### src/rtl/maindec_pkg.sv
// Shared types and constants for the multicycle LEGv8 main decoder.
// Opcodes are matched as value/care pairs so partial fields (CBZ, B) share one helper.
package maindec_pkg;

  typedef enum logic [2:0] {FETCH, DECODE, EXEC, MEM, WB, ERR} state_t;
  typedef enum logic [2:0] {CL_ILL, CL_LDUR, CL_STUR, CL_CBZ, CL_RTYPE, CL_IMM, CL_B} cls_t;

  localparam logic [1:0] ALU_MEM = 2'b00;
  localparam logic [1:0] ALU_BR  = 2'b01;
  localparam logic [1:0] ALU_R   = 2'b10;

  localparam logic [10:0] CARE_ALL = 11'b111_1111_1111;

  localparam logic [10:0] OP_LDUR  = 11'b11111000010;
  localparam logic [10:0] OP_STUR  = 11'b11111000000;
  localparam logic [10:0] OP_ADD   = 11'b10001011000;
  localparam logic [10:0] OP_SUB   = 11'b11001011000;
  localparam logic [10:0] OP_AND   = 11'b10001010000;
  localparam logic [10:0] OP_ORR   = 11'b10101010000;
  localparam logic [10:0] OP_CBZ   = 11'b10110100000;
  localparam logic [10:0] CARE_CBZ = 11'b11111111000;
  localparam logic [10:0] OP_CBNZ  = 11'b10110101000;
  localparam logic [10:0] OP_ADDI  = 11'b10010001000;
  localparam logic [10:0] OP_SUBI  = 11'b11010001000;
  localparam logic [10:0] CARE_IMM = 11'b11111111110;
  localparam logic [10:0] OP_B     = 11'b00010100000;
  localparam logic [10:0] CARE_B   = 11'b11111100000;

  function automatic logic op_match(input logic [10:0] op, input logic [10:0] val,
                                    input logic [10:0] care);
    return ((op ^ val) & care) == 11'd0;
  endfunction

endpackage

### src/rtl/maindec_mc_opclass.sv
// Combinational opcode classifier. MAINDEC_MC_EXT_EN adds ADDI/SUBI, B and CBNZ;
// without it those encodings fall through to CL_ILL.
module opclass
  import maindec_pkg::*;
(
  input  logic [10:0] i_op,
  output cls_t        o_cls,
  output logic        o_ill
);

  always_comb begin
    o_cls = CL_ILL;
    if (op_match(i_op, OP_LDUR, CARE_ALL))                 o_cls = CL_LDUR;
    else if (op_match(i_op, OP_STUR, CARE_ALL))            o_cls = CL_STUR;
    else if (op_match(i_op, OP_CBZ, CARE_CBZ))             o_cls = CL_CBZ;
    else if (op_match(i_op, OP_ADD, CARE_ALL) || op_match(i_op, OP_SUB, CARE_ALL) ||
             op_match(i_op, OP_AND, CARE_ALL) || op_match(i_op, OP_ORR, CARE_ALL))
                                                           o_cls = CL_RTYPE;
`ifdef MAINDEC_MC_EXT_EN
    else if (op_match(i_op, OP_CBNZ, CARE_CBZ))            o_cls = CL_CBZ;
    else if (op_match(i_op, OP_ADDI, CARE_IMM) || op_match(i_op, OP_SUBI, CARE_IMM))
                                                           o_cls = CL_IMM;
    else if (op_match(i_op, OP_B, CARE_B))                 o_cls = CL_B;
`endif
    o_ill = (o_cls == CL_ILL);
  end

endmodule

### src/rtl/maindec_mc.sv
// Multicycle Moore main decoder with retired-instruction counter and sticky illegal flag.
// MAINDEC_MC_EXT_EN enables ADDI/SUBI, B and CBNZ.
module maindec_mc
  import maindec_pkg::*;
#(
  parameter int CNT_W = 32
) (
  input  logic             clk,
  input  logic             reset_n,
  input  logic [10:0]      Op,
  input  logic             imem_ready,
  input  logic             dmem_ready,
  output logic             Reg2Loc,
  output logic             ALUSrc,
  output logic             MemtoReg,
  output logic             RegWrite,
  output logic             MemRead,
  output logic             MemWrite,
  output logic             Branch,
  output logic             UncondBranch,
  output logic             PCWrite,
  output logic             IRWrite,
  output logic [1:0]       ALUOp,
  output logic             retire,
  output logic             illegal,
  output logic [CNT_W-1:0] retired_cnt
);

  state_t           r_state, w_nxt;
  logic [10:0]      r_op_q;
  logic             r_ill;
  logic [CNT_W-1:0] r_cnt;
  logic [10:0]      w_cls_op;
  cls_t             w_cls;
  logic             w_ill;

  // In DECODE classify the live opcode; afterwards the latched one drives the outputs.
  assign w_cls_op = (r_state == DECODE) ? Op : r_op_q;

  opclass u_opclass (
    .i_op  (w_cls_op),
    .o_cls (w_cls),
    .o_ill (w_ill)
  );

  always_ff @(posedge clk or negedge reset_n) begin
    if (!reset_n) r_state <= FETCH;
    else          r_state <= w_nxt;
  end

  always_ff @(posedge clk or negedge reset_n) begin
    if (!reset_n) begin
      r_op_q <= '0;
      r_ill  <= 1'b0;
      r_cnt  <= '0;
    end else begin
      if (r_state == DECODE) r_op_q <= Op;
      if (r_state == DECODE && w_ill) r_ill <= 1'b1;
      r_cnt <= r_cnt + {{(CNT_W-1){1'b0}}, retire};
    end
  end

  always_comb begin
    w_nxt = r_state;
    case (r_state)
      FETCH:  if (imem_ready) w_nxt = DECODE;
      DECODE: w_nxt = w_ill ? ERR : EXEC;
      EXEC: begin
        case (w_cls)
          CL_LDUR, CL_STUR: w_nxt = MEM;
          CL_RTYPE, CL_IMM: w_nxt = WB;
          default:          w_nxt = FETCH;
        endcase
      end
      MEM:    if (dmem_ready) w_nxt = (w_cls == CL_LDUR) ? WB : FETCH;
      WB:     w_nxt = FETCH;
      ERR:    w_nxt = ERR;
      default: w_nxt = FETCH;
    endcase
  end

  always_comb begin
    Reg2Loc      = 1'b0;
    ALUSrc       = 1'b0;
    MemtoReg     = 1'b0;
    RegWrite     = 1'b0;
    MemRead      = 1'b0;
    MemWrite     = 1'b0;
    Branch       = 1'b0;
    UncondBranch = 1'b0;
    PCWrite      = 1'b0;
    IRWrite      = 1'b0;
    ALUOp        = 2'b00;
    retire       = 1'b0;
    // Controls are forced low for the whole time reset is held, not just at the edge.
    if (reset_n) begin
      if (r_state == FETCH) begin
        IRWrite = imem_ready;
        PCWrite = imem_ready;
      end
      if ((r_state == EXEC || r_state == MEM || r_state == WB) && !w_ill) begin
        case (w_cls)
          CL_LDUR, CL_STUR: begin
            ALUSrc  = 1'b1;
            ALUOp   = ALU_MEM;
            Reg2Loc = (w_cls == CL_STUR);
          end
          CL_RTYPE: ALUOp = ALU_R;
          CL_IMM: begin
            ALUSrc = 1'b1;
            ALUOp  = ALU_R;
          end
          CL_CBZ: begin
            Reg2Loc = 1'b1;
            ALUOp   = ALU_BR;
          end
          default: ;
        endcase
        case (r_state)
          EXEC: begin
            Branch = (w_cls == CL_CBZ);
`ifdef MAINDEC_MC_EXT_EN
            UncondBranch = (w_cls == CL_B);
`endif
            retire = (w_cls == CL_CBZ) || (w_cls == CL_B);
          end
          MEM: begin
            MemRead  = (w_cls == CL_LDUR);
            MemWrite = (w_cls == CL_STUR);
            retire   = (w_cls == CL_STUR) && dmem_ready;
          end
          WB: begin
            RegWrite = 1'b1;
            MemtoReg = (w_cls == CL_LDUR);
            retire   = 1'b1;
          end
          default: ;
        endcase
      end
    end
  end

  assign illegal     = r_ill;
  assign retired_cnt = r_cnt;

endmodule

### config.mk
export PLATFORM = sky130hd
export DESIGN_NAME = maindec_mc
export DESIGN_NICKNAME = d
export VERILOG_FILES = /design/src/rtl/maindec_pkg.sv /design/src/rtl/maindec_mc_opclass.sv /design/src/rtl/maindec_mc.sv
export SDC_FILE = /design/constraint.sdc
export NUM_CORES = 1
export LEC_CHECK = 0
export BUFFER_PORTS_ARGS = -buffer_cell sky130_fd_sc_hd__clkbuf_2
export CORE_ASPECT_RATIO = 2
export CORE_MARGIN = 5
export CORE_UTILIZATION = 53
export CTS_CLUSTER_SIZE = 25
export DETAILED_ROUTE_END_ITERATION = 8
export GPL_TIMING_DRIVEN = 0
export HOLD_SLACK_MARGIN = 0.08
export PLACE_DENSITY = 0.79
export RECOVER_POWER = 100
export SETUP_SLACK_MARGIN = 0.3
export SLEW_MARGIN = 20
export SYNTH_ARGS = -nofsm -noshare
export SYNTH_HDL_FRONTEND = slang
export SYNTH_SLANG_ARGS = --single-unit
### constraint.sdc
create_clock -name clk -period 3.22 [get_ports clk]
set_clock_uncertainty 0.1 [all_clocks]
set_input_delay 0.483 -clock clk [delete_from_list [all_inputs] [get_ports clk]]
set_output_delay 0.483 -clock clk [all_outputs]
set_load 0.03 [all_outputs]
; Yosys cells after proc, flatten, opt, wreduce, memory -nomap -nowiden
; Cells that the tools add are included.
[op_classes]
eq_ne = 13
bitwise = 7
n_reduce_logical = 23
add_sub_neg = 1
muxes = 40
[op_table]
columns = op, count
row1 = $logic_not 11->1, 7
row2 = $add 32x1->32, 1
row3 = $mux 1, 24
row4 = $mux 3, 8
row5 = $eq 3x3->1 const B, 5
row6 = $pmux 3 s5, 1
row7 = $eq 3x2->1 const B, 4
row8 = $not 4->4, 3
row9 = $mux 11, 1
row10 = $not 5->5, 2
row11 = $eq 3x1->1 const B, 2
row12 = $logic_not 3->1, 2
row13 = $logic_or 1x1->1, 6
row14 = $not 6->6, 1
row15 = $pmux 3 s2, 1
row16 = $mux 2, 2
row17 = $ne 2x2->1 const B, 2
row18 = $pmux 2 s2, 1
row19 = $reduce_or 2->1, 2
row20 = $logic_and 1x1->1, 3
row21 = $not 3->3, 1
row22 = $pmux 1 s3, 1
row23 = $reduce_or 3->1, 1
row24 = $pmux 1 s2, 1
row25 = other kinds (2), 2
[word_totals]
input_bits = 15
wordCells = 88
output_inout_bits = 46
ff_bits = 47

; Logic depth before layout (Yosys ltp)
[depth]
word_depth = 17
ltp_mapped = 13
mapped_depth_nobuf = 12

; Cells and area by module
; From an unflattened synthesis, not the netlist that was laid out.
[unflattened]
hier_cells = 216
area_unflattened_um2 = 2369.8
[by_module_without_submodules]
columns = mod, area_each_um2, n_inst, cells_per_inst, seq_area_each_um2
row1 = maindec_mc, 2265.9, 1, 202, 1176.1
row2 = opclass, 103.8, 1, 14, 0.0

; Worst setup path after synthesis
; Ideal clock, no wire load.
[synth_timing]
path_type = input-to-reg
start = in Op[4]
end = reg r_cnt[26] (netlist: retired_cnt[26])
arrival_time_ps = 3440
stages = 11
setup_ps = 133
n_path_buf = 0
setup_slack_ps = -453
t_required_ps = 2987
path_cell_list = nor4bb_4 > and2_1 > a31oi_1 > o32ai_1 > ha_1 > ha_1 > nand3_1 > nor2_1 > nor4b_4 > nand4_1 > xnor2_1
[synth_via]
elab_chain_len = 16
word_cells_on_any_way = 31
classes_between = 1 x add/sub / 3 x eq/ne / 8 x mux / 4 x bitwise / 15 x reduce/logical
[synth_lines]
columns = item, line
row1 = "start, declared", maindec_mc.sv:10  ; input logic [10:0] Op,
row2 = $mux 11 *, n/a
row3 = $not 4->4 (no line) / $not 5->5 (equally long branches), n/a
row4 = $logic_not 11->1, maindec_pkg.sv:31  ; return ((op ^ val) & care) == 11'd0;
row5 = $logic_or 1x1->1 (2 in series), maindec_mc_opclass.sv:16  ; else if (op_match(i_op, OP_ADD, CARE_ALL) || op_match(i_op, OP_SUB, CARE_ALL) ||
row6 = $logic_or 1x1->1, maindec_mc_opclass.sv:17  ; op_match(i_op, OP_AND, CARE_ALL) || op_match(i_op, OP_ORR, CARE_ALL))
row7 = $mux 3, maindec_mc_opclass.sv:16
row8 = $mux 3, maindec_mc_opclass.sv:15  ; else if (op_match(i_op, OP_CBZ, CARE_CBZ)) o_cls = CL_CBZ;
row9 = $mux 3, maindec_mc_opclass.sv:14  ; else if (op_match(i_op, OP_STUR, CARE_ALL)) o_cls = CL_STUR;
row10 = $mux 3 *, maindec_mc_opclass.sv:13  ; if (op_match(i_op, OP_LDUR, CARE_ALL)) o_cls = CL_LDUR;
row11 = $eq 3x2->1 (tied with other cells), maindec_mc.sv:130  ; retire = (w_cls == CL_STUR) && dmem_ready;
row12 = $logic_and 1x1->1 (tied with other cells), maindec_mc.sv:130
row13 = $pmux 1 s3 / $logic_and 1x1->1 (equally long branches), "maindec_mc.sv:119, maindec_mc.sv:101"
row14 = $mux 1 *, maindec_mc.sv:101  ; if ((r_state == EXEC || r_state == MEM || r_state == WB) && !w_ill) begin
row15 = $mux 1 *, maindec_mc.sv:96  ; if (reset_n) begin
row16 = net retire, maindec_mc.sv:24  ; output logic retire,
row17 = $add 32x1->32 *, maindec_mc.sv:59  ; r_cnt <= r_cnt + {{(CNT_W-1){1'b0}}, retire};
row18 = "end signal, assigned", maindec_mc.sv:59
row19 = "end, declared", maindec_mc.sv:32  ; logic [CNT_W-1:0] r_cnt;
; Mark *: on every way through the listed nets, which the timed path passes. The rest lies on a longest branch.
; A chain may end at the register's enable or synchronous reset.

; Worst setup path after layout
[layout_timing]
start = reg r_state[2]
end = reg r_cnt[9] (netlist: retired_cnt[9])
[layout_via]
elab_chain_len = 17
word_cells_on_any_way = 40
classes_between = 1 x add/sub / 7 x eq/ne / 8 x mux / 7 x bitwise / 17 x reduce/logical
[layout_lines]
columns = item, line
row1 = "start, declared", maindec_mc.sv:29  ; state_t r_state, w_nxt;
row2 = "start signal, assigned", maindec_mc.sv:48  ; else r_state <= w_nxt;
row3 = $eq 3x1->1, maindec_mc.sv:38  ; assign w_cls_op = (r_state == DECODE) ? Op : r_op_q;
row4 = $mux 11, n/a
row5 = $not 4->4 (no line) / $not 5->5 (equally long branches), n/a
row6 = $logic_not 11->1, maindec_pkg.sv:31
row7 = $logic_or 1x1->1 (2 in series), maindec_mc_opclass.sv:16
row8 = $logic_or 1x1->1, maindec_mc_opclass.sv:17
row9 = $mux 3, maindec_mc_opclass.sv:16
row10 = $mux 3, maindec_mc_opclass.sv:15
row11 = $mux 3, maindec_mc_opclass.sv:14
row12 = $mux 3, maindec_mc_opclass.sv:13
row13 = $eq 3x2->1 (tied with other cells), maindec_mc.sv:130
row14 = $logic_and 1x1->1 (tied with other cells), maindec_mc.sv:130
row15 = $pmux 1 s3 / $logic_and 1x1->1 (equally long branches), "maindec_mc.sv:119, maindec_mc.sv:101"
row16 = $mux 1 *, maindec_mc.sv:101
row17 = $mux 1 *, maindec_mc.sv:96
row18 = $add 32x1->32 *, maindec_mc.sv:59
; Mark *: on every way between the ends. The rest lies on a longest branch, timed or not.

==> flow_summary.ini <==
[outcome]
outcome = completed

[pwr]
comb_power_share_pct = 8.6
p_switching_uw = 285
clock_power_share_pct = 38.4
switching_share_pct = 23.7
vdd_ir_drop_max_v = 0.000337
p_total_uw = 1200
power.leakage_uw = 0.00150
seqPwrFrac_pct = 53.0
p_per_area_nw_per_um2 = 352
internal_power_uw = 915

[die]
die-area_um2 = 6420
die_w_um = 59.2
ios = 61
num_rows = 36
start_util_pct = 53.7
core_area_um2 = 4770
fp.dieH_um = 108

[worst_setup_path]
critPathLaunchType = flip-flop
worstPathArrival_ns = 3.14
crit_path_end_kind = flip-flop
cp_data_required_time_ns = 3.34
worstPathMaxFanout = 10
crit_type = flip-flop to flip-flop

[synth]
yosysUniqueCellTypes = 51
yosysMostFrequentCell = dfrtp_1
syn-num-nets = 242
syn_inst = 225
yosysTopAreaCell = dfrtp_1
yosysSeqAreaShare_pct = 45.8
synth_area_um2 = 2570
synth_commonest_cells = 47 x dfrtp_1, 19 x nand2_1, 18 x xnor2_1, 12 x nor2_1, 12 x xor2_1
synthArstFlopShare_pct = 100
avgSynthCellArea_um2 = 11.4
synthFlopType = dfrtp_1
synth_warnings = 0
ys_top_cells_by_area = dfrtp_1 46%, xnor2_1 6.1%, mux2_2 4.4%
synth-edff-count = 0
ys_ff_latch = 47
synth_top_area_share_pct = 45.8

[sta]
setup_viol = 0
tns_ns = 0
rsz0062_at_grt = yes
fmaxAchievable_mhz = 332
slew_violations = 0
maxSlewHeadroom_pct = 52.9
period_needed_ns = 3.01
fin_crit_sh_pct = 93.6
hold_violations = 0
tightest_slew_ns = 0.702

[grt]
antenna_found_initial = 0
track_usage_pct = 18.4
grt_pass1_vias = 2067
grt_overflow = 0
grt_pass1_wl_um = 9380
grt_start_max_net_pins = 51

[layout]
area_growth_syn_to_layout_pct = 32.7
drive_gt1_share_pct = 33.1
num_antenna_cells = 0
fillers = 381
nets = 333

[detailed_routing]
vias_per_cell = 5.59
wl_per_cell_um = 16.5
antenna_left = 0
wl_met3_um = 358
num_vias = 2092
drc_errors = 0
dr_wl_met2_um = 3230
drtPass1Iterations = 4
top_layer_used = met4
m1WireLength_um = 2440
drt-total-wl_um = 6170
drt_iter0_drc = 103

[clocking]
clockBufferDepth = 2
cts_sinks = 47
h-tree-depth = 2
numCtsBuffers = 5
clk_pin_slew_ns = 0.09
clock_latency_ns = 0.29
cts_tree = built
cts_root_buffer = clkbuf_8

[placed_design]
finalWeightedCongestion = 0.862
portBuffers = 59
hpwl_um = 4010

[min_path]
min-delay-path-class = input port to async pin

[job]
drv_cap = 0
-- cell type report --
| cell class | instances | area [um2] | area share, % |
|---|---|---|---|
| Buffer | 6 | 38.8 | 1.14 |
| Clock inverter | 2 | 38.8 | 1.14 |
| Inverter | 4 | 15.0 | 0.441 |
| Sequential cell | 47 | 1180 | 34.5 |
| Clock buffer | 6 | 82.6 | 2.42 |
| Multi-Input combinational cell | 168 | 1510 | 44.3 |
| Timing Repair Buffer | 84 | 474 | 13.9 |
| Tap cell | 57 | 71.3 | 2.09 |
-- path summary, 6_finish.rpt --
path                                  from  cells past startpoint               to  slack (ns)
max                             r_state[2]                     13   retired_cnt[9]        0.21
min                                reset_n                      1       r_state[2]        0.15
max reg2reg                     r_state[2]                     13   retired_cnt[9]        0.21
min reg2reg                retired_cnt[29]                      1  retired_cnt[29]        0.39
max in group asynchronous          reset_n                      1        r_op_q[6]        2.43
min in group clk                     Op[8]                      2        r_op_q[8]        0.36
-- power groups by stage --
| stage | Sequential, uW | Clock [uW] | Combinational (uW) |
|---|---|---|---|
| after floorplan | 642 | 0 | 50.5 |
| after global placement | 644 | 0 | 83.9 |
| after detailed placement | 645 | 0 | 86.6 |
| after CTS | 634 | 470 | 95.7 |
| after global routing | 638 | 494 | 112 |
| final | 636 | 461 | 103 |
-- registers in the layout (all words and copies together), names as in the netlist --
register	count
r_op_q	11
retired_cnt	32
illegal	1
r_state	3
-- critical path, cell delays in order (launching register included) --
cell and delay, ns:
dfrtp_1 0.51, nor3b_4 0.26, buf_6 0.19, mux2i_4 0.24
o31ai_1 0.15, o32ai_4 0.18, ha_4 0.20, and4_1 0.28
nand4_4 0.16, buf_6 0.16, buf_6 0.10, buf_6 0.12
nor2_2 0.13, xor2_1 0.16
-- metal layers --
layer  GRT usage (%)  up-vias
met1            24.1     1020
met2            30.4       65
met4            5.02        0
met5               0        -
met3            3.70       14
li1                -      993
-- placed cells by master (no fill, tap or decap), types with 3 or more instances in the layout --
cell	count
a21oi_1	4
a31o_1	3
and2_1	4
and4_1	7
buf_4	25
buf_6	7
clkbuf_1	37
clkbuf_2	20
clkbuf_8	6
dfrtp_1	47
inv_1	4
mux2_2	8
nand2_1	17
nand2b_1	5
nand3_1	6
nand3_2	4
nand4_1	6
nand4_4	3
nor2_1	8
nor2_4	3
nor2b_1	5
nor3_1	6
nor4b_4	3
o31ai_1	3
xnor2_1	18
xor2_1	12
-- metrics by stage --
step                      utilization [%]  area, um2  hold slack (ns)  worst slack (ns)  instances
after global routing                 71.3       3410            0.192            0.0196        374
after global placement               62.8       3000            0.359            -0.413        341
after floorplan                         -       2630           0.0874             0.148        225
after detailed placement             62.9       3000            0.378            -0.130        341
after CTS                            68.2       3260            0.164             0.299        361
final                                71.3       3410            0.149             0.207        374
-- cells by family after synthesis --
kind of cell / count (synthesis) / share of synthesized area [%]
compound gates: 22 / 6.48
xor+xnor: 30 / 10.2
fa+ha+maj: 2 / 0.975
buf+inv: 10 / 2.10
flops: 47 / 45.8
mux: 13 / 6.05
other cells: 1 / 0.146
simple gates: 100 / 28.2
-- timing repair --
action,CTS,global route
pin swaps,8,23
endpoints found under the setup margin,17,24
resized for setup,9,35
setup buffers,12,13
cloned,0,0
hold buffers,0,0
Power figures use the tool's default switching activity.
